[src/rtl/tim_apb_pkg.sv]
`default_nettype none
// ============================================================================
// Module   : tim_apb_pkg
// Purpose  : Shared types and constants for the timer APB requester.
//            Holds the bus widths, the requester FSM state encoding and the
//            packed command word that travels through the command FIFO.
// Revision : 1.0 - initial release
// ============================================================================
package tim_apb_pkg;

    localparam int unsigned TIM_ADDR_W = 12;
    localparam int unsigned TIM_DATA_W = 32;
    localparam int unsigned TIM_STRB_W = 4;

    typedef enum logic [1:0] {
        ST_IDLE   = 2'd0,
        ST_SETUP  = 2'd1,
        ST_ACCESS = 2'd2
    } tim_state_e;

    // 1 + 12 + 32 + 4 = 49 bits
    typedef struct packed {
        logic                  write;
        logic [TIM_ADDR_W-1:0] addr;
        logic [TIM_DATA_W-1:0] wdata;
        logic [TIM_STRB_W-1:0] strb;
    } tim_cmd_t;

endpackage : tim_apb_pkg
`default_nettype wire

[src/rtl/tim_cmd_fifo.sv]
`default_nettype none
// ============================================================================
// Module   : tim_cmd_fifo
// Purpose  : Synchronous command FIFO, DEPTH entries of type T_CMD.
//            Head entry is presented combinationally on o_head; a pop simply
//            advances the read pointer. Pushes while full and pops while
//            empty are ignored.
// Ports    : clk, rst     - clock, synchronous active-high reset
//            i_push/i_data - write strobe and entry
//            i_pop/o_head  - read strobe and current head entry
//            o_full/o_empty- occupancy flags
// Revision : 1.0 - initial release
// ============================================================================
module tim_cmd_fifo #(
    parameter int unsigned DEPTH = 4,
    parameter type         T_CMD = logic [48:0]
) (
    input  logic clk,
    input  logic rst,
    input  logic i_push,
    input  T_CMD i_data,
    input  logic i_pop,
    output T_CMD o_head,
    output logic o_full,
    output logic o_empty
);

    localparam int unsigned c_AW = (DEPTH > 1) ? $clog2(DEPTH) : 1;

    T_CMD            r_mem [DEPTH];
    logic [c_AW-1:0] r_wptr;
    logic [c_AW-1:0] r_rptr;
    // One extra bit so that "full" (count == DEPTH) is representable.
    logic [c_AW:0]   r_count;

    logic w_do_push;
    logic w_do_pop;

    assign w_do_push = i_push && !o_full;
    assign w_do_pop  = i_pop  && !o_empty;

    assign o_full  = (r_count == (c_AW+1)'(DEPTH));
    assign o_empty = (r_count == '0);
    assign o_head  = r_mem[r_rptr];

    // Storage needs no reset; occupancy flags guard every read.
    always_ff @(posedge clk) begin
        if (w_do_push) begin
            r_mem[r_wptr] <= i_data;
        end
    end

    // DEPTH is a power of two, so pointer overflow is the modulo wrap.
    always_ff @(posedge clk) begin
        if (rst) begin
            r_wptr  <= '0;
            r_rptr  <= '0;
            r_count <= '0;
        end else begin
            if (w_do_push) begin
                r_wptr <= r_wptr + 1'b1;
            end
            if (w_do_pop) begin
                r_rptr <= r_rptr + 1'b1;
            end
            case ({w_do_push, w_do_pop})
                2'b10:   r_count <= r_count + 1'b1;
                2'b01:   r_count <= r_count - 1'b1;
                default: r_count <= r_count;
            endcase
        end
    end

endmodule : tim_cmd_fifo
`default_nettype wire

[src/rtl/tim_apb_master.sv]
`default_nettype none
// ============================================================================
// Module   : tim_apb_master
// Purpose  : APB requester driving the timer's APB slave. Local commands
//            arrive on a valid/ready port, queue in tim_cmd_fifo and are
//            issued as SETUP/ACCESS transfers honouring pready wait states.
//            Each completed transfer produces a one-cycle response pulse.
// Ports    : sys_clk, sys_rst          - clock, synchronous active-high reset
//            cmd_*                      - command input (valid/ready)
//            tim_psel..tim_pstrb        - APB request outputs
//            tim_prdata, tim_pready     - APB completion inputs
//            rsp_valid/write/rdata/err  - completion pulse and payload
//            busy                       - queue non-empty or transfer active
// Options  : TIM_APB_TIMEOUT_EN - when defined, an ACCESS phase that waits
//            TIMEOUT_CYCLES cycles without pready is aborted with rsp_err=1.
// Revision : 1.0 - initial release
// ============================================================================
module tim_apb_master
    import tim_apb_pkg::*;
#(
    parameter int unsigned CMD_DEPTH      = 4,
    parameter int unsigned TIMEOUT_CYCLES = 256
) (
    input  logic                  sys_clk,
    input  logic                  sys_rst,
    input  logic                  cmd_valid,
    output logic                  cmd_ready,
    input  logic                  cmd_write,
    input  logic [TIM_ADDR_W-1:0] cmd_addr,
    input  logic [TIM_DATA_W-1:0] cmd_wdata,
    input  logic [TIM_STRB_W-1:0] cmd_strb,
    output logic                  tim_psel,
    output logic                  tim_penable,
    output logic                  tim_write,
    output logic [TIM_ADDR_W-1:0] tim_paddr,
    output logic [TIM_DATA_W-1:0] tim_pwdata,
    output logic [TIM_STRB_W-1:0] tim_pstrb,
    input  logic [TIM_DATA_W-1:0] tim_prdata,
    input  logic                  tim_pready,
    output logic                  rsp_valid,
    output logic                  rsp_write,
    output logic [TIM_DATA_W-1:0] rsp_rdata,
    output logic                  rsp_err,
    output logic                  busy
);

    tim_state_e r_state;
    tim_state_e w_state_nxt;

    tim_cmd_t w_cmd_in;
    tim_cmd_t w_head;
    logic     w_full;
    logic     w_empty;
    logic     w_push;
    logic     w_pop;
    logic     w_done;
    logic     w_abort;

    logic                  r_write;
    logic [TIM_ADDR_W-1:0] r_paddr;
    logic [TIM_DATA_W-1:0] r_pwdata;
    logic [TIM_STRB_W-1:0] r_pstrb;

    logic                  r_rsp_valid;
    logic                  r_rsp_write;
    logic [TIM_DATA_W-1:0] r_rsp_rdata;

    // ------------------------------------------------------------------
    // Command queue
    // ------------------------------------------------------------------
    always_comb begin
        w_cmd_in       = '0;
        w_cmd_in.write = cmd_write;
        w_cmd_in.addr  = cmd_addr;
        w_cmd_in.wdata = cmd_wdata;
        w_cmd_in.strb  = cmd_strb;
    end

    // No pass-through: a full queue refuses even when a pop is under way.
    assign cmd_ready = !w_full;
    assign w_push    = cmd_valid && !w_full;

    tim_cmd_fifo #(
        .DEPTH (CMD_DEPTH),
        .T_CMD (tim_cmd_t)
    ) u_cmd_fifo (
        .clk     (sys_clk),
        .rst     (sys_rst),
        .i_push  (w_push),
        .i_data  (w_cmd_in),
        .i_pop   (w_pop),
        .o_head  (w_head),
        .o_full  (w_full),
        .o_empty (w_empty)
    );

    // ------------------------------------------------------------------
    // Transfer sequencer
    // ------------------------------------------------------------------
    always_ff @(posedge sys_clk) begin
        if (sys_rst) begin
            r_state <= ST_IDLE;
        end else begin
            r_state <= w_state_nxt;
        end
    end

    always_comb begin
        w_state_nxt = r_state;
        w_pop       = 1'b0;
        w_done      = 1'b0;
        case (r_state)
            ST_IDLE: begin
                if (!w_empty) begin
                    w_state_nxt = ST_SETUP;
                    w_pop       = 1'b1;
                end
            end
            ST_SETUP: begin
                w_state_nxt = ST_ACCESS;
            end
            ST_ACCESS: begin
                // An abort retires the transfer exactly like a ready.
                if (tim_pready || w_abort) begin
                    w_done = 1'b1;
                    if (!w_empty) begin
                        w_state_nxt = ST_SETUP;
                        w_pop       = 1'b1;
                    end else begin
                        w_state_nxt = ST_IDLE;
                    end
                end
            end
            default: begin
                w_state_nxt = ST_IDLE;
            end
        endcase
    end

    // Request fields are loaded only on pop, which keeps them stable from
    // SETUP through the last ACCESS cycle. Reads carry no data/strobes.
    always_ff @(posedge sys_clk) begin
        if (sys_rst) begin
            r_write  <= 1'b0;
            r_paddr  <= '0;
            r_pwdata <= '0;
            r_pstrb  <= '0;
        end else if (w_pop) begin
            r_write  <= w_head.write;
            r_paddr  <= w_head.addr;
            r_pwdata <= w_head.write ? w_head.wdata : '0;
            r_pstrb  <= w_head.write ? w_head.strb  : '0;
        end
    end

    always_ff @(posedge sys_clk) begin
        if (sys_rst) begin
            r_rsp_valid <= 1'b0;
            r_rsp_write <= 1'b0;
            r_rsp_rdata <= '0;
        end else begin
            r_rsp_valid <= w_done;
            r_rsp_write <= w_done && r_write;
            r_rsp_rdata <= (w_done && !r_write && !w_abort) ? tim_prdata : '0;
        end
    end

    // ------------------------------------------------------------------
    // Optional ACCESS-phase watchdog
    // ------------------------------------------------------------------
`ifdef TIM_APB_TIMEOUT_EN
    localparam int unsigned c_TCNT_W = (TIMEOUT_CYCLES > 1) ? $clog2(TIMEOUT_CYCLES) : 1;

    logic [c_TCNT_W-1:0] r_tcnt;
    logic                r_rsp_err;

    assign w_abort = (r_state == ST_ACCESS) && !tim_pready &&
                     (r_tcnt == c_TCNT_W'(TIMEOUT_CYCLES - 1));

    always_ff @(posedge sys_clk) begin
        if (sys_rst) begin
            r_tcnt    <= '0;
            r_rsp_err <= 1'b0;
        end else begin
            r_rsp_err <= w_abort;
            if ((w_state_nxt == ST_ACCESS) && (r_state != ST_ACCESS)) begin
                r_tcnt <= '0;
            end else if ((r_state == ST_ACCESS) && !tim_pready) begin
                r_tcnt <= r_tcnt + 1'b1;
            end
        end
    end

    assign rsp_err = r_rsp_err;
`else
    assign w_abort = 1'b0;
    assign rsp_err = 1'b0;
`endif

    // ------------------------------------------------------------------
    // Outputs
    // ------------------------------------------------------------------
    assign tim_psel    = (r_state != ST_IDLE);
    assign tim_penable = (r_state == ST_ACCESS);
    assign tim_write   = r_write;
    assign tim_paddr   = r_paddr;
    assign tim_pwdata  = r_pwdata;
    assign tim_pstrb   = r_pstrb;
    assign rsp_valid   = r_rsp_valid;
    assign rsp_write   = r_rsp_write;
    assign rsp_rdata   = r_rsp_rdata;
    assign busy        = !w_empty || (r_state != ST_IDLE);

endmodule : tim_apb_master
`default_nettype wire

[config.mk]
export PLATFORM = sky130hd
export DESIGN_NAME = tim_apb_master
export DESIGN_NICKNAME = d
export VERILOG_FILES = /design/src/rtl/tim_apb_pkg.sv /design/src/rtl/tim_cmd_fifo.sv /design/src/rtl/tim_apb_master.sv
export SDC_FILE = /design/constraint.sdc
export NUM_CORES = 1
export LEC_CHECK = 0
export ABC_AREA = 0
export ABC_CLOCK_PERIOD_IN_PS = 3460
export CORE_ASPECT_RATIO = 1.75
export CORE_MARGIN = 3
export CORE_UTILIZATION = 53
export DETAILED_ROUTE_END_ITERATION = 7
export PLACE_DENSITY = 0.84
export SLEW_MARGIN = 0
export SYNTH_ARGS = -nofsm -noshare
export SYNTH_HDL_FRONTEND = slang
export SYNTH_HIERARCHICAL = 1
export SYNTH_SLANG_ARGS = --single-unit
export TNS_END_PERCENT = 1
[constraint.sdc]
create_clock -name sys_clk -period 3.46 [get_ports sys_clk]
set_clock_uncertainty 0.2 [all_clocks]
set_input_delay 0.692 -clock sys_clk [delete_from_list [all_inputs] [get_ports sys_clk]]
set_output_delay 0.692 -clock sys_clk [all_outputs]
set_load 0.01 [all_outputs]
==> results_dict.tcl, run 1 <==
set metrics [dict create \
    status "finished clean" \
    die-width_um 113.0 \
    cp-endpoint "busy" \
    hp-class "reg2reg" \
    post_cts_buffers 0 \
    startpoint "u_cmd_fifo/r_count[0]$_SDFFE_PP0P_" \
    syn_inst 627 \
    synth-edff-count 196 \
    stdcell_area_um2 13420 \
    crit_fanout 5 \
    syn_nets 718 \
    drc 0 \
    htreeDepth 1 \
    syn_area_um2 10620 \
    via_per_inst 5.781 \
    insertion_delay_ns 0.51 \
    placed_area_um2 12570 \
    dp_cells 1012 \
    tightest_slew_ns 0.8424 \
    ys_types 35 \
    die_area_um2 21840 \
    detailedRoute.firstPassIterationCount 5 \
    cts_tree "yes" \
    seq_area_frac_synth_pct 73.13 \
    place_congestion 0.8513 \
    synth.avg_cell_area_um2 16.94 \
    area_growth_pct 26.35 \
    yosys.area.top_type "edfxtp_1" \
    antenna_left 0 \
    cts_resized 0 \
    yosysWarnings 6 \
    final.setup.tns_ns 0 \
    vias 6111 \
    cts_hold_buf 0 \
    synthTopCellsByArea "edfxtp_1, dfxtp_1, mux4_2" \
    coreArea_um2 19450 \
    finalHoldViolations 0 \
    vdd_drop_max_mv 0.8827 \
    grtUsageTotal_pct 20.83 \
    regToRegSetupSlack_ns 0.78 \
    synth_top_area_share_pct 55.41 \
    ys.flop_type "edfxtp_1" \
    slew_headroom_pct 43.84 \
    fill_cells 1283 \
    wl_per_cell_um 21.51 \
    cts.reportedPaths.clkPinSlew_ns 0.07 \
    powerDensity_nw_per_um2 740.6 \
    grt_first_pass_wirelength_um 35790 \
    drive_above_1_share_pct 14.72 \
    cts_root_buf "clkbuf_16" \
    cap_violations 0 \
    regArea_um2 7772 \
    fin_crit_sh_pct 86.83 \
    layout_min_cycle_time_ns 3.004 \
    drv_slew 0 \
    clock_path_buffers 3 \
    async_reset_ff_share_pct 0 \
    multi_input_area_um2 2539 \
    numClockSinks 290 \
    rsz0062_at_grt "false" \
    drt-initial-drc-count 382 \
    layout.nets 888 \
    grt_max_degree 74 \
    die_y_um 193.3 \
    rr_worst_depth 11 \
    setup_violations 0 \
    finalWirelength_um 22740 \
    timing.rr.end "u_cmd_fifo/r_count[2]$_SDFFE_PP0P_" \
    worst_ep_arrival_time_ns 2.11 \
    antenna_found_initial 1 \
    cts_made_buffers 24 \
    critPathLaunchType "flip-flop" \
    grt_pass1_vias 6678 \
    cp.required_ns 2.57 \
    yosysMostFrequentCell "edfxtp_1" \
    std_cell_rows 67 \
    overflow 0 \
    worstReg2RegStart "u_cmd_fifo/r_count[0]$_SDFFE_PP0P_" \
    pin_count 173 \
    initial_core_util_pct 54.61 \
    dp_hpwl_um 14560 \
    end_kind "output port" \
    p_leak_nw 4.400 \
    synth_common_cells "edfxtp_1, dfxtp_1, mux4_2" \
    worstSetupPathType "reg2out" \
    portBuffers 171 \
    ys_seq_elements 290 \
    fmax_mhz 332.8 \
    finalNonFillerCells 1057 \
]
==> sequential cells by signal, summed over array words and instances (netlist names), named ones only <==
name	flops
u_cmd_fifo/r_count	3
tim_pwdata	32
tim_write	1
rsp_rdata	32
rsp_valid	1
u_cmd_fifo/r_mem	196
r_state	2
rsp_write	1
tim_pstrb	4
u_cmd_fifo/r_rptr	2
u_cmd_fifo/r_wptr	2
tim_paddr	12
==> where the power goes <==
| group | switching (W) | total [W] | leakage [nW] | internal, W |
|---|---|---|---|---|
| clock | 0.00118 | 0.00281 | 0.399 | 0.00163 |
| sequential | 0.000265 | 0.00452 | 2.56 | 0.00425 |
| combinational | 0.00140 | 0.00261 | 1.44 | 0.00121 |
| total | 0.00285 | 0.00994 | 4.40 | 0.00709 |
==> worst min path at each step <==
stage                                            from                           to  slack [ns]  cells past startpoint
floorplan           u_cmd_fifo/r_rptr[1]$_SDFFE_PP0P_                    flip-flop        0.26                      2
global placement            tim_paddr[3]$_SDFFE_PP0P_    tim_paddr[3]$_SDFFE_PP0P_        0.26                      2
detailed placement          tim_paddr[3]$_SDFFE_PP0P_    tim_paddr[3]$_SDFFE_PP0P_        0.26                      2
CTS                         tim_paddr[3]$_SDFFE_PP0P_    tim_paddr[3]$_SDFFE_PP0P_        0.27                      2
global route              tim_pwdata[23]$_SDFFE_PP0P_  tim_pwdata[23]$_SDFFE_PP0P_        0.30                      2
finish                      tim_paddr[3]$_SDFFE_PP0P_    tim_paddr[3]$_SDFFE_PP0P_        0.27                      2
==> critical path: stages, from the launching register on <==
cell and delay [ns]:
dfxtp_1 0.36, nor3_1 0.56, nand2_1 0.16, clkdlybuf4s50_1 0.53
==> final cells by class <==
| type | count | share of cell area (%) |
|---|---|---|
| sequential | 290 | 57.92 |
| multi-input combinational | 281 | 18.92 |
| timing repair buffer | 190 | 14.34 |
| clock buffer | 26 | 4.690 |
| tap | 241 | 2.247 |
| clock inverter | 18 | 1.594 |
| inverter | 10 | 0.2797 |
| antenna | 1 | 0.01865 |
==> cell families (layout without fill, tap and decap cells) <==
logic type | count (synthesis) | count (layout) | share of synthesized area (%)
flops | 290 | 290 | 73.13
simple gates | 127 | 127 | 7.645
compound gates | 93 | 93 | 4.406
buf+inv | 56 | 244 | 3.110
mux | 51 | 51 | 10.65
fa+ha+maj | 6 | 6 | 0.7775
xor+xnor | 3 | 3 | 0.2474
other cells | 1 | 2 | 0.03531
==> cell usage in the layout, fill, tap and decap left out, drive strengths merged <==
| master | netlist | layout |
|---|---|---|
| nand4 | 36 | 36 |
| conb | 1 | 1 |
| edfxtp | 196 | 196 |
| clkinv | 0 | 8 |
| clkdlybuf4s50 | 0 | 170 |
| buf | 33 | 20 |
| nand2 | 2 | 2 |
| bufinv | 0 | 4 |
| and2b | 2 | 2 |
| nor3 | 2 | 2 |
| nand2b | 16 | 16 |
| nor2b | 2 | 2 |
| dfxtp | 94 | 94 |
| fa | 1 | 1 |
| mux4 | 49 | 49 |
| or2 | 1 | 1 |
| and2 | 37 | 37 |
| o31ai | 1 | 1 |
| o21ai | 52 | 52 |
| clkbuf | 13 | 26 |
| or3 | 3 | 3 |
| a21oi | 40 | 40 |
| clkinvlp | 0 | 6 |
| nand4b | 13 | 13 |
| xor2 | 3 | 3 |
| diode | 0 | 1 |
| ha | 5 | 5 |
| nor3b | 1 | 1 |
| inv | 10 | 10 |
| nor2 | 11 | 11 |
| mux2i | 2 | 2 |
| and4bb | 1 | 1 |
==> layer usage <==
layer | global-route usage [%] | vias to the layer above | part of all wire (%)
met1 | 24.53 | 3041 | 37
met3 | 2.845 | 60 | 5.7
li1 | - | 2748 | -
met2 | 37.82 | 262 | 54
met5 | 0 | - | 0
met4 | 8.556 | 0 | 3.6
==> stage by stage <==
stage               power [W]  hold WS [ns]  util [%]  worst slack [ns]
global placement     0.007088        0.2589     64.66            0.3353
floorplan            0.006201        0.2591         -            0.5324
CTS                   0.01002        0.2740     68.99            0.3820
finish               0.009939        0.2708     69.00            0.4555
global route          0.01037        0.2965     69.00            0.3449
detailed placement   0.007207        0.2619     64.66            0.2574
(Power assumes the default switching activity.)
==> run 2: changes to the inputs <==
CAP_MARGIN = 20   (was not set)
==> results of run 2 <==
The final DEF is identical to that of run 1; final timing and power are the same.
